--- src/rtl/mem_wr_arbiter.sv ---
`default_nettype none
// ============================================================================
// mem_wr_arbiter : port-A write scheduler for the ROM/RAM DPRAMs
//                  (downloader, eraser and buffered CPU writes)
// Revision 1.0
// ============================================================================
module mem_wr_arbiter #(
  parameter int          CPU_FIFO_DEPTH = 4,
  parameter logic [24:0] ROM_LIMIT      = 25'h08000,
  parameter logic [24:0] RAM_BASE       = 25'h10000,
  parameter logic [24:0] RAM_LIMIT      = 25'h20000,
  parameter int          STARVE_MAX     = 8
) (
  input  logic        clk_sys,
  input  logic        reset,
  input  logic        dl_req,
  input  logic [24:0] dl_addr,
  input  logic [7:0]  dl_data,
  output logic        dl_ack,
  input  logic        er_req,
  input  logic [24:0] er_addr,
  input  logic [7:0]  er_data,
  output logic        er_ack,
  input  logic        cpu_wr,
  input  logic [15:0] cpu_addr,
  input  logic [7:0]  cpu_data,
  input  logic        rom_enabled,
  output logic        cpu_full,
  output logic        cpu_ovf,
  output logic        busy,
  output logic        rom_wr,
  output logic [14:0] rom_addr,
  output logic [7:0]  rom_data,
  output logic        ram_wr,
  output logic [15:0] ram_addr,
  output logic [7:0]  ram_data
);

  localparam int PTR_W = (CPU_FIFO_DEPTH > 1) ? $clog2(CPU_FIFO_DEPTH) : 1;
  localparam int CNT_W = PTR_W + 1;
  localparam int STV_W = $clog2(STARVE_MAX + 1);
  localparam logic [CNT_W-1:0] FULL_CNT = CNT_W'(CPU_FIFO_DEPTH);
  localparam logic [STV_W-1:0] STV_LIM  = STV_W'(STARVE_MAX);

  typedef enum logic [1:0] {
    GNT_NONE = 2'd0,
    GNT_DL   = 2'd1,
    GNT_ER   = 2'd2,
    GNT_CPU  = 2'd3
  } grant_t;

  logic             dl_ack_q, er_ack_q;
  logic             rom_wr_q, ram_wr_q;
  logic [14:0]      rom_addr_q;
  logic [7:0]       rom_data_q;
  logic [15:0]      ram_addr_q;
  logic [7:0]       ram_data_q;
  logic             cpu_ovf_q;
  logic [PTR_W-1:0] wr_ptr_q, rd_ptr_q;
  logic [CNT_W-1:0] cnt_q, cnt_d;
  logic [STV_W-1:0] starve_q, starve_d;
  logic [15:0]      fifo_addr_q [CPU_FIFO_DEPTH];
  logic [7:0]       fifo_data_q [CPU_FIFO_DEPTH];

  grant_t      grant;
  logic        fifo_nonempty, fifo_full;
  logic        push, push_ok, pop, drop;
  logic        is_ext, hit_rom, hit_ram;
  logic [24:0] sel_addr;
  logic [7:0]  sel_data;

  assign fifo_nonempty = (cnt_q != '0);
  assign fifo_full     = (cnt_q == FULL_CNT);

  // A requester acked this cycle is masked so a still-held req is not granted twice
  always_comb begin
    grant = GNT_NONE;
    if (fifo_nonempty && (starve_q >= STV_LIM)) grant = GNT_CPU;
    else if (dl_req && !dl_ack_q)               grant = GNT_DL;
    else if (er_req && !er_ack_q)               grant = GNT_ER;
    else if (fifo_nonempty)                     grant = GNT_CPU;
  end

  assign sel_addr = (grant == GNT_ER) ? er_addr : dl_addr;
  assign sel_data = (grant == GNT_ER) ? er_data : dl_data;
  assign is_ext   = (grant == GNT_DL) || (grant == GNT_ER);
  assign hit_rom  = (sel_addr < ROM_LIMIT);
  assign hit_ram  = (sel_addr >= RAM_BASE) && (sel_addr < RAM_LIMIT);

  assign pop     = (grant == GNT_CPU);
  assign push    = cpu_wr && (!rom_enabled || (cpu_addr >= 16'h8000));
  assign push_ok = push && (!fifo_full || pop);
  assign drop    = push && fifo_full && !pop;

  always_comb begin
    cnt_d = cnt_q;
    if (push_ok && !pop)      cnt_d = cnt_q + CNT_W'(1);
    else if (!push_ok && pop) cnt_d = cnt_q - CNT_W'(1);
  end

  always_comb begin
    starve_d = starve_q;
    if (!fifo_nonempty || pop)  starve_d = '0;
    else if (starve_q < STV_LIM) starve_d = starve_q + STV_W'(1);
  end

  always_ff @(posedge clk_sys or posedge reset) begin
    if (reset) begin
      dl_ack_q   <= 1'b0;
      er_ack_q   <= 1'b0;
      rom_wr_q   <= 1'b0;
      ram_wr_q   <= 1'b0;
      rom_addr_q <= '0;
      rom_data_q <= '0;
      ram_addr_q <= '0;
      ram_data_q <= '0;
      cpu_ovf_q  <= 1'b0;
      wr_ptr_q   <= '0;
      rd_ptr_q   <= '0;
      cnt_q      <= '0;
      starve_q   <= '0;
    end else begin
      dl_ack_q <= (grant == GNT_DL);
      er_ack_q <= (grant == GNT_ER);
      rom_wr_q <= is_ext && hit_rom;
      ram_wr_q <= (is_ext && hit_ram) || pop;
      if (is_ext && hit_rom) begin
        rom_addr_q <= sel_addr[14:0];
        rom_data_q <= sel_data;
      end
      if (is_ext && hit_ram) begin
        ram_addr_q <= sel_addr[15:0];
        ram_data_q <= sel_data;
      end else if (pop) begin
        ram_addr_q <= fifo_addr_q[rd_ptr_q];
        ram_data_q <= fifo_data_q[rd_ptr_q];
      end
      if (push_ok) wr_ptr_q <= wr_ptr_q + PTR_W'(1);
      if (pop)     rd_ptr_q <= rd_ptr_q + PTR_W'(1);
      if (drop)    cpu_ovf_q <= 1'b1;
      cnt_q    <= cnt_d;
      starve_q <= starve_d;
    end
  end

  // Storage needs no reset; validity is tracked by the pointers and count
  always_ff @(posedge clk_sys) begin
    if (push_ok) begin
      fifo_addr_q[wr_ptr_q] <= cpu_addr;
      fifo_data_q[wr_ptr_q] <= cpu_data;
    end
  end

  assign dl_ack   = dl_ack_q;
  assign er_ack   = er_ack_q;
  assign rom_wr   = rom_wr_q;
  assign rom_addr = rom_addr_q;
  assign rom_data = rom_data_q;
  assign ram_wr   = ram_wr_q;
  assign ram_addr = ram_addr_q;
  assign ram_data = ram_data_q;
  assign cpu_ovf  = cpu_ovf_q;
  assign cpu_full = fifo_full;
  assign busy     = fifo_nonempty || rom_wr_q || ram_wr_q;

endmodule
`default_nettype wire

--- config.mk ---
export PLATFORM = sky130hd
export DESIGN_NAME = mem_wr_arbiter
export DESIGN_NICKNAME = d
export VERILOG_FILES = /design/src/rtl/mem_wr_arbiter.sv
export SDC_FILE = /design/constraint.sdc
export NUM_CORES = 1
export LEC_CHECK = 0
export CAP_MARGIN = 5
export CORE_UTILIZATION = 24
export CTS_BUF_LIST = sky130_fd_sc_hd__clkbuf_4 sky130_fd_sc_hd__clkbuf_8 sky130_fd_sc_hd__clkbuf_16
export DETAILED_ROUTE_END_ITERATION = 16
export MAX_ROUTING_LAYER = met4
export SLEW_MARGIN = 25
export SYNTH_ARGS = -nofsm -noshare
export SYNTH_HDL_FRONTEND = slang
export SYNTH_SLANG_ARGS = --single-unit
--- constraint.sdc ---
create_clock -name clk_sys -period 7.1 [get_ports clk_sys]
set_input_delay 1.42 -clock clk_sys [delete_from_list [all_inputs] [get_ports clk_sys]]
set_output_delay 1.42 -clock clk_sys [all_outputs]
set_load 0.01 [all_outputs]
==> impl_metrics.csv, run 1 <==
group,metric,value,unit
drt,dr_total_vias,3675,
pwr,pwr-share-clk,0.293,
timing,final.setup_skew,0.00890,ns
clock_network,cts.htree.levels,4,
timing,slew_viol_final,0,
logic_synthesis,portion_of_the_post_synthesis_area_used_by_sequential_elements,0.675,
critical_path,critPathCaptureType,"flip-flop",
clock_network,numCtsBuffers,17,
pwr,cellPowerDensity,330,nW/um^2
clock_network,postCtsSetupBuffers,0,
min_path,min-delay-path-class,"flip-flop to flip-flop",
critical_path,start_kind,"input pin",
drt,via_per_inst,4.11,
critical_path,setup.reg_to_reg.worst_slack,3.67,ns
pwr,cellLeakagePower,3.35,nW
timing,setup_viol,0,
die,starting_utilization_of_the_core_area,0.245,
timing,post-route-min-period,4.10,ns
clock_network,cts.hold.buffers_added,0,
logic_synthesis,yosys-top-cells-area,"sky130_fd_sc_hd__edfxtp_1 (44%), sky130_fd_sc_hd__dfrtp_1 (24%), sky130_fd_sc_hd__mux2i_1 (15%), sky130_fd_sc_hd__mux4_2 (8.2%), sky130_fd_sc_hd__inv_1 (1.8%)",
global_route,grt_antenna_before_repair,2,
die,core,27000,sq um
logic_synthesis,async_reset_ff_frac,0.396,
logic_synthesis,postSynth.topFlopCell,"sky130_fd_sc_hd__edfxtp_1",
finish,mostFrequentLayoutCell,"sky130_fd_sc_hd__clkdlybuf4s50_1",
place,post-dp-hpwl,10400,um
clock_network,clk_path_buf_depth,2,
clock_network,clkSinkCount,159,
pwr,cellInternalPower,2.19,mW
critical_path,critical_path_s_slowest_cell,"sky130_fd_sc_hd__nor2_4",
die,die_h,168,um
place,place.detailed.instances,860,
finish,flow.area_growth_from_synthesis,38.6,%
clock_network,clk-insertion-delay-late,0.42,ns
pwr,ir_worst_vdd,0.000182,V
finish,share_of_cells_above_drive_strength_1,0.137,
clock_network,clock_tree.root_cell,"sky130_fd_sc_hd__clkbuf_16",
logic_synthesis,synth_top_area_frac,0.437,
timing,timing.setup.tns,0,ns
global_route,largest_net_degree_at_the_start_of_global_routing,64,
clock_network,clk_transition_reported_paths,0.06,ns
finish,layout.nets,644,
critical_path,cp_cell_sequence,"clkdlybuf4s50_1 -> nand2b_1 -> a21oi_1 -> nor2_4 -> inv_1 -> a21oi_1 -> ha_1 -> inv_1 -> fa_1 -> xor2_1 -> nor2_1 -> xor2_1",
clock_network,tritoncts_clock_tree,"built",
pwr,p_sw,0.833,mW
finish,utilization,0.340,
timing,grt_setup_unrepaired,"no",
drt,finalWirelength,15000,um
place,placement.io_buffers,149,
pwr,power.share.combinational,0.267,
place,place.gp.congestion,0.728,
critical_path,critPathMaxStageDelay,0.50,ns
global_route,grt_pass1_vias,4250,
drt,post-route-drc-count,0,
logic_synthesis,post_synth_instance_area,6600,sq um
drt,wl_per_cell,16.7,um
global_route,global_route_wire_length_before_repair,23700,um
critical_path,worstPathMaxFanout,14,
timing,relSlewSlack,0.408,
drt,antenna_violation_net_count_after_detailed_routing,0,
logic_synthesis,ys_warn_count,0,
critical_path,timing.critical_path.required,7.45,ns
flow_run,maxCapViolations,0,
global_route,grtUsageTotal,0.116,
drt,first_iter_violations,263,
clock_network,post_cts.resized_instances,0,
run_status,outcome,"finished, final reports clean",
timing,timing.final.crit_share,0.578,
global_route,gr-total-overflow,0,
pwr,switching_share,0.275,
logic_synthesis,synth_edf_count,96,
pwr,power.share.sequential,0.440,
finish,layout.cell_area.non_filler,9150,sq um
logic_synthesis,yosys_register_bits,159,
timing,fmaxAchievable,0.244,GHz
critical_path,critPathKind,"input pin to flip-flop",
logic_synthesis,post_synth.cell_area_avg,17.4,sq um
logic_synthesis,netlist_instances,380,
drt,drt_first_pass_iters,4,
die,die_w,168,um
timing,report.final.hold_viol_count,0,
finish,post_layout_nonfiller_instances,895,
die,floorplan.die_area,28200,sq um
finish,layout.cells.most_common_list,"sky130_fd_sc_hd__clkdlybuf4s50_1 (149), sky130_fd_sc_hd__mux2i_1 (96), sky130_fd_sc_hd__edfxtp_1 (96)",
logic_synthesis,synth.lib_cells_used.distinct,37,
die,io_pins,150,
place,placedInstanceArea,8510,sq um
die,floorplan.rows,60,
timing,timing_worst_slew_pin_value,0.887,ns
critical_path,worst-endpoint-arrival,4.45,ns
logic_synthesis,synth.net_count,484,
logic_synthesis,synth_top_area_cell,"sky130_fd_sc_hd__edfxtp_1",
state kept, by name, summed over array words and instances, names as in the netlist:
name	count
rom_wr	1
ram_wr	1
ram_data	8
fifo_addr_q	64
cnt_q	3
fifo_data_q	32
rom_data	8
ram_addr	16
dl_ack	1
rd_ptr_q	2
rom_addr	15
er_ack	1
cpu_ovf	1
wr_ptr_q	2
starve_q	4
Yosys cell counts, types with 2 or more instances:
master,n
sky130_fd_sc_hd__o21ai_0,2
sky130_fd_sc_hd__nand2b_1,2
sky130_fd_sc_hd__nor4_1,2
sky130_fd_sc_hd__clkbuf_1,5
sky130_fd_sc_hd__mux4_2,24
sky130_fd_sc_hd__or4_1,2
sky130_fd_sc_hd__inv_1,32
sky130_fd_sc_hd__or3_1,3
sky130_fd_sc_hd__buf_4,2
sky130_fd_sc_hd__buf_1,2
sky130_fd_sc_hd__dfrtp_1,63
sky130_fd_sc_hd__edfxtp_1,96
sky130_fd_sc_hd__ha_1,7
sky130_fd_sc_hd__mux2_2,2
sky130_fd_sc_hd__xor2_1,2
sky130_fd_sc_hd__nand2_1,3
sky130_fd_sc_hd__a2111oi_0,2
sky130_fd_sc_hd__and2_1,4
sky130_fd_sc_hd__mux2i_1,96
sky130_fd_sc_hd__buf_6,2
sky130_fd_sc_hd__a21oi_1,3
sky130_fd_sc_hd__buf_2,3
sky130_fd_sc_hd__xnor2_1,5
sky130_fd_sc_hd__nor2_1,3
routing by layer:
metal / vias up / global-route usage / wire length, um
li1: 1743 / - / -
met2: 98 / 0.192 / 7560
met3: 14 / 0.0395 / 1170
met1: 1820 / 0.130 / 6060
met4: 0 / 0.0435 / 193
met5: - / - / 0
power by group through the flow:
| stage | clock [mW] | combinational (mW) | sequential (mW) |
|---|---|---|---|
| floorplan | 0 | 0.480 | 1.31 |
| global placement | 0 | 0.806 | 1.35 |
| detailed placement | 0 | 0.823 | 1.36 |
| CTS | 0.908 | 0.826 | 1.34 |
| global route | 0.948 | 0.887 | 1.36 |
| finish | 0.887 | 0.808 | 1.33 |
cell families (layout without fill, tap and decap cells):
kind of cell	count (synthesis)	in the layout	synth area share
flops	159	159	0.675
xor+xnor	7	7	0.00929
simple gates	26	26	0.0241
compound gates	11	11	0.0135
buf+inv	47	220	0.0307
mux	122	122	0.231
fa+ha+maj	8	8	0.0163
other cells	0	1	0
area by class of cell:
cell class / count / area [sq um]
inverter: 33 / 124
multi-input combinational: 174 / 1950
clock inverter: 9 / 78.8
antenna: 1 / 2.50
tap: 341 / 427
fill: 2528 / 17800
clock buffer: 23 / 505
sequential: 159 / 4460
timing repair buffer: 155 / 1600
stage by stage:
step | hold slack [ns] | setup WS (ns) | total power, mW
3_5_place_dp | 0.469 | 2.11 | 2.18
6_report | 0.482 | 3.00 | 3.02
2_1_floorplan | 0.449 | 3.57 | 1.79
3_3_place_gp | 0.468 | 2.22 | 2.15
5_1_grt | 0.518 | 2.70 | 3.20
4_1_cts | 0.488 | 2.54 | 3.07
path summary, 6_finish.rpt:
path                                 startpoint                  endpoint  cells past startpoint
setup / recovery                         dl_req      cnt_q[2]$_DFFE_PP0P_                     12
hold / removal              cpu_ovf$_DFFE_PP0P_       cpu_ovf$_DFFE_PP0P_                      1
setup reg to reg           cnt_q[0]$_DFFE_PP0P_   rom_addr[7]$_DFFE_PP0P_                      8
hold reg to reg             cpu_ovf$_DFFE_PP0P_       cpu_ovf$_DFFE_PP0P_                      1
max in group asynchronous                 reset   rd_ptr_q[0]$_DFFE_PP0N_                      3
min in group asynchronous                 reset  rom_addr[11]$_DFFE_PP0P_                      3
worst max-delay path, delay by kind of cell:
family / cells / cell delay (ns)
and+or+nand+nor: 3 / 0.77
buffers and inverters: 3 / 0.73
adders and majority gates: 2 / 0.63
AOI/OAI and AO/OA: 2 / 0.59
xor gates and xnor gates: 2 / 0.30
(Power assumes the default switching activity.)
==> run 2: changes to the inputs <==
==> constraint.sdc (replaced) <==
create_clock -name clk_sys -period 3.75 [get_ports clk_sys]
set_input_delay 0.75 -clock clk_sys [delete_from_list [all_inputs] [get_ports clk_sys]]
set_output_delay 0.75 -clock clk_sys [all_outputs]
set_load 0.01 [all_outputs]
==> run 2 against run 1 <==
Against the previous run:
- utilization fell by 0.34 points
- sequential cell count did not move
- non-clock buffer count rose by 3
- clock power rose by 75%
- design area fell by 1.0%
- routed wire length rose by 1.0%
- critical path type unchanged
- worst setup slack got worse by 2.2 ns
- combinational power rose by 89%
- sequential power rose by 89%
- first-iteration DRC count fell by 29%
- clock-buffer cell count fell by 3
==> impl_metrics.csv, run 2 (synthesis gave the netlist of run 1 again) <==
group,metric,value,unit
timing,worst_slack,0.845,ns
global_route,grt_pass1_vias,4098,
clock_network,clk-insertion-delay-late,0.41,ns
critical_path,crit_cells,12,
timing,timing.final.crit_share,0.775,
critical_path,critPathKind,"input pin to flip-flop",
pwr,ir_worst_vdd,0.000322,V
finish,share_of_cells_above_drive_strength_1,0.142,
critical_path,worstPathMaxFanout,7,
clock_network,clkSinkCount,159,
timing,relSlewSlack,0.408,
timing,slew_viol_final,0,
critical_path,critical_path_s_slowest_cell,"sky130_fd_sc_hd__a21oi_1",
global_route,gr-total-overflow,0,
pwr,cellLeakagePower,3.31,nW
finish,layout.nets,647,
critical_path,timing.critical_path.required,4.09,ns
pwr,power.share.sequential,0.450,
clock_network,clock_tree.root_cell,"sky130_fd_sc_hd__clkbuf_16",
clock_network,tritoncts_clock_tree,"built",
place,place.gp.congestion,0.697,
critical_path,cp.buffers_inverters,3,
clock_network,post_cts.resized_instances,0,
timing,fmaxAchievable,0.344,GHz
critical_path,critPathMaxStageDelay,0.44,ns
drt,wl_per_cell,16.9,um
clock_network,cts.htree.levels,4,
drt,antenna_violation_net_count_after_detailed_routing,0,
timing,timing_worst_slew_pin_value,0.887,ns
finish,mostFrequentLayoutCell,"sky130_fd_sc_hd__clkdlybuf4s50_1",
critical_path,critPathCaptureType,"flip-flop",
pwr,switching_share,0.286,
timing,setup_viol,0,
die,floorplan.rows,60,
critical_path,worst-endpoint-arrival,3.24,ns
drt,finalWirelength,15100,um
critical_path,reg2reg_depth,7,
pwr,pwr-share-clk,0.277,
finish,max_flop_register,"fifo_addr_q",
timing,grt_setup_unrepaired,"no",
clock_network,postCtsSetupBuffers,0,
min_path,min-delay-path-class,"flip-flop to flip-flop",
flow_run,maxCapViolations,0,
clock_network,numCtsBuffers,17,
timing,timing.setup.tns,0,ns
finish,layout.cells.most_common_list,"sky130_fd_sc_hd__clkdlybuf4s50_1 (149), sky130_fd_sc_hd__mux2i_1 (96), sky130_fd_sc_hd__edfxtp_1 (96)",
critical_path,start_kind,"input pin",
pwr,power.total,5.60,mW
die,die_w,168,um
finish,largest_reg_flops,64,
timing,post-route-min-period,2.91,ns
drt,via_per_inst,4.17,
global_route,grt_antenna_before_repair,1,
clock_network,clk_path_buf_depth,2,
place,place_worst_setup_slack,0.449,ns
drt,post-route-drc-count,0,
timing,final.setup_skew,0.00768,ns
critical_path,cp_cell_sequence,"clkdlybuf4s50_1 -> nand2b_1 -> a21oi_1 -> nor2_4 -> inv_1 -> a21oi_1 -> ha_1 -> inv_1 -> fa_1 -> xor2_1 -> nor2_1 -> xor2_1",
place,placement.io_buffers,149,
global_route,largest_net_degree_at_the_start_of_global_routing,64,
drt,dr_total_vias,3744,
global_route,global_route_wire_length_before_repair,23000,um
finish,flow.area_growth_from_synthesis,37.2,%
drt,first_iter_violations,186,
global_route,grtUsageTotal,0.114,
critical_path,critical-path-top-delay-family,"adder cells",
pwr,cellPowerDensity,618,nW/um^2
die,io_pins,150,
drt,drt_first_pass_iters,4,
die,die_h,168,um
die,floorplan.die_area,28200,sq um
min_path,worst_hold_path.num_cells,1,
clock_network,clk_transition_reported_paths,0.06,ns
die,core,27000,sq um
timing,report.final.hold_viol_count,0,
run_status,outcome,"finished, final reports clean",
pwr,p_sw,1.60,mW
pwr,cellInternalPower,3.99,mW
die,starting_utilization_of_the_core_area,0.245,
place,post-dp-hpwl,10600,um
clock_network,cts.hold.buffers_added,0,
pwr,power.share.combinational,0.273,
## run 2: changes by cell type in the layout (fill, tap and decap cells not counted)
cell,delta
sky130_fd_sc_hd__buf_16,-3
sky130_fd_sc_hd__buf_4,+7
sky130_fd_sc_hd__buf_8,-1
sky130_fd_sc_hd__bufinv_16,-1
sky130_fd_sc_hd__clkbuf_16,-2
sky130_fd_sc_hd__clkbuf_4,-1
sky130_fd_sc_hd__clkinv_4,+4
sky130_fd_sc_hd__clkinvlp_4,+1
sky130_fd_sc_hd__inv_4,-3
sky130_fd_sc_hd__inv_6,+2
## run 2: worst register-to-register path, stage by stage, from the launching register on
cell and delay (ns):
sky130_fd_sc_hd__dfrtp_1 0.45, sky130_fd_sc_hd__or3_4 0.45, sky130_fd_sc_hd__a221o_1 0.37, sky130_fd_sc_hd__inv_2 0.29, sky130_fd_sc_hd__a31oi_2 0.24, sky130_fd_sc_hd__a21oi_4 0.17
sky130_fd_sc_hd__buf_4 0.34, sky130_fd_sc_hd__mux2i_1 0.25
## run 2: cell type report
type | instances | area [sq um]
clock buffers | 20 | 448
diodes | 1 | 2.50
flip-flops and latches | 159 | 4460
clock inverters | 12 | 90.1
fillers | 2551 | 17900
multi-input cells | 174 | 1950
repair buffers | 158 | 1560
well taps | 341 | 427
inverters | 33 | 124
## run 2: metrics by stage
stage	hold slack (ns)	cell area, sq um	utilization	instances
6_report	0.486	9060	0.336	898
5_1_grt	0.524	9060	0.336	898
4_1_cts	0.493	9060	0.336	897
3_5_place_dp	0.473	8520	0.316	865
3_3_place_gp	0.468	8520	0.316	865
2_1_floorplan	0.449	6600	-	380
## run 2: worst paths after layout
check	from	to	slack, ns
worst max-delay path	dl_req	cnt_q[2]$_DFFE_PP0P_	0.84
worst min-delay path	cpu_ovf$_DFFE_PP0P_	cpu_ovf$_DFFE_PP0P_	0.49
worst max register to register	cnt_q[0]$_DFFE_PP0P_	rom_addr[0]$_DFFE_PP0P_	1.12
worst min register to register	cpu_ovf$_DFFE_PP0P_	cpu_ovf$_DFFE_PP0P_	0.49
max in group asynchronous	reset	rd_ptr_q[0]$_DFFE_PP0N_	2.20
min in group asynchronous	reset	rom_addr[8]$_DFFE_PP0P_	0.94
## run 2: per-layer routing
metal	share of wire	vias to the layer above	GRT usage
li1	-	1754	-
met4	0.011	0	0.0371
met2	0.50	90	0.188
met3	0.043	11	0.0270
met5	0	-	-
met1	0.44	1889	0.137
## run 2: power groups by stage
| stage | Sequential, mW | Clock [mW] | Combinational (mW) |
|---|---|---|---|
| after global routing | 2.57 | 1.67 | 1.66 |
| after detailed placement | 2.56 | 0 | 1.57 |
| after floorplan | 2.48 | 0 | 0.909 |
| after global placement | 2.54 | 0 | 1.53 |
| final | 2.52 | 1.55 | 1.53 |
| after CTS | 2.53 | 1.60 | 1.58 |
==> run 3: changes to the inputs <==
==> constraint.sdc (replaced) <==
create_clock -name clk_sys -period 2.35 [get_ports clk_sys]
set_input_delay 0.47 -clock clk_sys [delete_from_list [all_inputs] [get_ports clk_sys]]
set_output_delay 0.47 -clock clk_sys [all_outputs]
set_load 0.01 [all_outputs]
==> run 3 against run 2 <==
Against the previous run:
- non-clock buffer count grew 35
- critical path depth shrank 5
- sequential cell count did not move
- clock skew grew 0.0014 ns
- cell count rose by 3.9%
- routed wire length grew 7.8%
- power rose by 67%
- clock-buffer cell count down 3
- die area unchanged
- sequential power up 52%
- worst setup slack lost 0.79 ns
- sequential share of layout area down 2.8 points
==> impl_metrics.csv, run 3 (synthesis gave the netlist of run 1 again) <==
group,metric,value,unit
clock_network,clk_transition_reported_paths,0.07,ns
global_route,grt_antenna_before_repair,1,
clock_network,clk-insertion-delay-late,0.42,ns
timing,grt_setup_unrepaired,"yes",
die,floorplan.rows,60,
pwr,power.total,9.34,mW
drt,drt_first_pass_iters,5,
critical_path,worstPathMaxFanout,7,
clock_network,cts.hold.buffers_added,0,
drt,dr_total_vias,3925,
finish,final.fill_count,2528,
global_route,grtUsageTotal,0.122,
timing,report.final.hold_viol_count,0,
global_route,gr-usage-met1,0.138,
timing,timing_worst_slew_pin_value,0.551,ns
die,starting_utilization_of_the_core_area,0.245,
run_status,outcome,"finished, final reports clean",
global_route,grtUsageMet3,0.0343,
global_route,gr-total-overflow,0,
clock_network,tritoncts_clock_tree,"built",
critical_path,setup.reg_to_reg.worst_slack,0.06,ns
global_route,global_route_wire_length_before_repair,24700,um
critical_path,worst-endpoint-arrival,2.63,ns
drt,post-route-drc-count,0,
pwr,ir_worst_vdd,0.000473,V
pwr,cellPowerDensity,974,nW/um^2
global_route,grt_pass1_vias,4428,
critical_path,reg2reg_depth,7,
finish,largest_reg_flops,64,
clock_network,clock_tree.root_cell,"sky130_fd_sc_hd__clkbuf_16",
timing,post-route-min-period,2.29,ns
clock_network,clkSinkCount,159,
global_route,largest_net_degree_at_the_start_of_global_routing,64,
critical_path,start_kind,"flip-flop",
place,place.gp.congestion,0.735,
critical_path,critPathMaxStageDelay,0.43,ns
pwr,cellLeakagePower,3.57,nW
min_path,min-delay-path-class,"input pin to async pin",
finish,flow.area_growth_from_synthesis,45.4,%
critical_path,cp_cell_sequence,"or3_4 -> a221o_1 -> or3_4 -> a21oi_4 -> buf_6 -> clkbuf_16 -> mux2i_1",
drt,wl_per_cell,17.5,um
die,core,27000,sq um
die,io_pins,150,
die,floorplan.die_area,28200,sq um
drt,finalWirelength,16300,um
finish,mostFrequentLayoutCell,"sky130_fd_sc_hd__clkdlybuf4s50_1",
global_route,grt.busiest_layer,"met2",
critical_path,cp.buffers_inverters,2,
timing,final.setup_skew,0.00906,ns
timing,setup_viol,0,
critical_path,critical-path-top-delay-family,"simple AND/OR/NAND/NOR gates",
clock_network,clk_path_buf_depth,2,
flow_run,maxCapViolations,0,
global_route,use_met2,0.207,
critical_path,critical_path_s_slowest_cell,"sky130_fd_sc_hd__or3_4",
place,post-dp-hpwl,11300,um
drt,antenna_violation_net_count_after_detailed_routing,0,
clock_network,numCtsBuffers,17,
critical_path,critPathKind,"flip-flop to flip-flop",
critical_path,critPathCaptureType,"flip-flop",
critical_path,reg2reg_from,"cnt_q[0]$_DFFE_PP0P_",
finish,share_of_cells_above_drive_strength_1,0.201,
clock_network,cts.htree.levels,4,
timing,slew_viol_final,0,
critical_path,crit_cells,7,
die,die_w,168,um
drt,first_iter_violations,220,
critical_path,critical_path.reg2reg.endpoint,"rom_addr[1]$_DFFE_PP0P_",
timing,timing.setup.tns,0,ns
timing,relSlewSlack,0.629,
finish,layout.nets,682,
finish,max_flop_register,"fifo_addr_q",
timing,timing.final.crit_share,0.977,
die,die_h,168,um
critical_path,crit_top_cell,"sky130_fd_sc_hd__or3_4",
place,placement.io_buffers,149,
timing,fmaxAchievable,0.436,GHz
drt,via_per_inst,4.21,
critical_path,timing.critical_path.required,2.69,ns
finish,layout.cells.most_common_list,"sky130_fd_sc_hd__clkdlybuf4s50_1 (147), sky130_fd_sc_hd__mux2i_1 (96), sky130_fd_sc_hd__edfxtp_1 (96)",
==> run 3: cell types whose count changed in the layout (fill, tap and decap cells not counted), sizes merged <==
cell,before,now
buf,9,42
clkdlybuf4s15,0,1
clkinv,7,6
dlygate4sd2,0,1
clkdlybuf4s50,149,147
clkbuf,20,19
inv,35,42
clkinvlp,3,0
==> run 3: what timing repair did <==
action / in CTS / in global routing
resized for setup: 2 / 11
pin swaps: 0 / 1
gates cloned: 0 / 2
buffers inserted: 1 / 3
endpoints found under the setup margin: 2 / 50
endpoints found under the hold margin: 0 / 0
==> run 3: power by group <==
part	switching, mW	internal, mW
combinational	1.31	1.63
clock	1.18	1.39
sequential	0.254	3.58
total	2.74	6.60
==> run 3: final cells by class <==
cell class,count,area (sq um),share of cell area
tap,341,427,0.0445
timing repair buffer,193,2040,0.213
sequential,159,4460,0.465
antenna,1,2.50,0.000261
clock buffer,17,425,0.0443
clock inverter,15,128,0.0133
multi-input combinational,174,1990,0.207
inverter,33,126,0.0132
==> run 3: how the worst max path moves through the flow <==
| stage | from | end | slack, ns |
|---|---|---|---|
| 3_3_place_gp | dl_addr[24] | rom_data[6]$_DFFE_PP0P_ | -0.43 |
| 2_1_floorplan | dl_ack$_DFF_PP0_ | cnt_q[1]$_DFFE_PP0P_ | 0.02 |
| 5_1_grt | cnt_q[0]$_DFFE_PP0P_ | rom_addr[0]$_DFFE_PP0P_ | -0.02 |
| 4_1_cts | cnt_q[0]$_DFFE_PP0P_ | busy | 0.007 |
| 3_5_place_dp | dl_addr[24] | rom_addr[1]$_DFFE_PP0P_ | -0.43 |
| 6_report | cnt_q[0]$_DFFE_PP0P_ | rom_addr[1]$_DFFE_PP0P_ | 0.06 |
==> run 3: metal layers <==
| layer | up-vias | routed length (um) |
|---|---|---|
| met4 | 0 | 133 |
| met2 | 93 | 8470 |
| met5 | - | 0 |
| met3 | 8 | 847 |
| met1 | 1999 | 6870 |
| li1 | 1825 | - |
==> run 3: tightest hold or removal path, stage by stage <==
cell,delay (ns)
sky130_fd_sc_hd__clkdlybuf4s50_1,0.42
sky130_fd_sc_hd__inv_2,0.07
sky130_fd_sc_hd__buf_12,0.31
==> run 3: through the flow <==
stage	instances	setup WS, ns	util	hold WS [ns]	cell area (sq um)
4_1_cts	927	0.00727	0.352	0.455	9480
2_1_floorplan	380	0.0195	-	0.449	6620
5_1_grt	933	-0.0234	0.356	0.470	9600
3_3_place_gp	894	-0.430	0.331	0.464	8920
6_report	933	0.0551	0.356	0.456	9600
3_5_place_dp	894	-0.429	0.331	0.469	8920
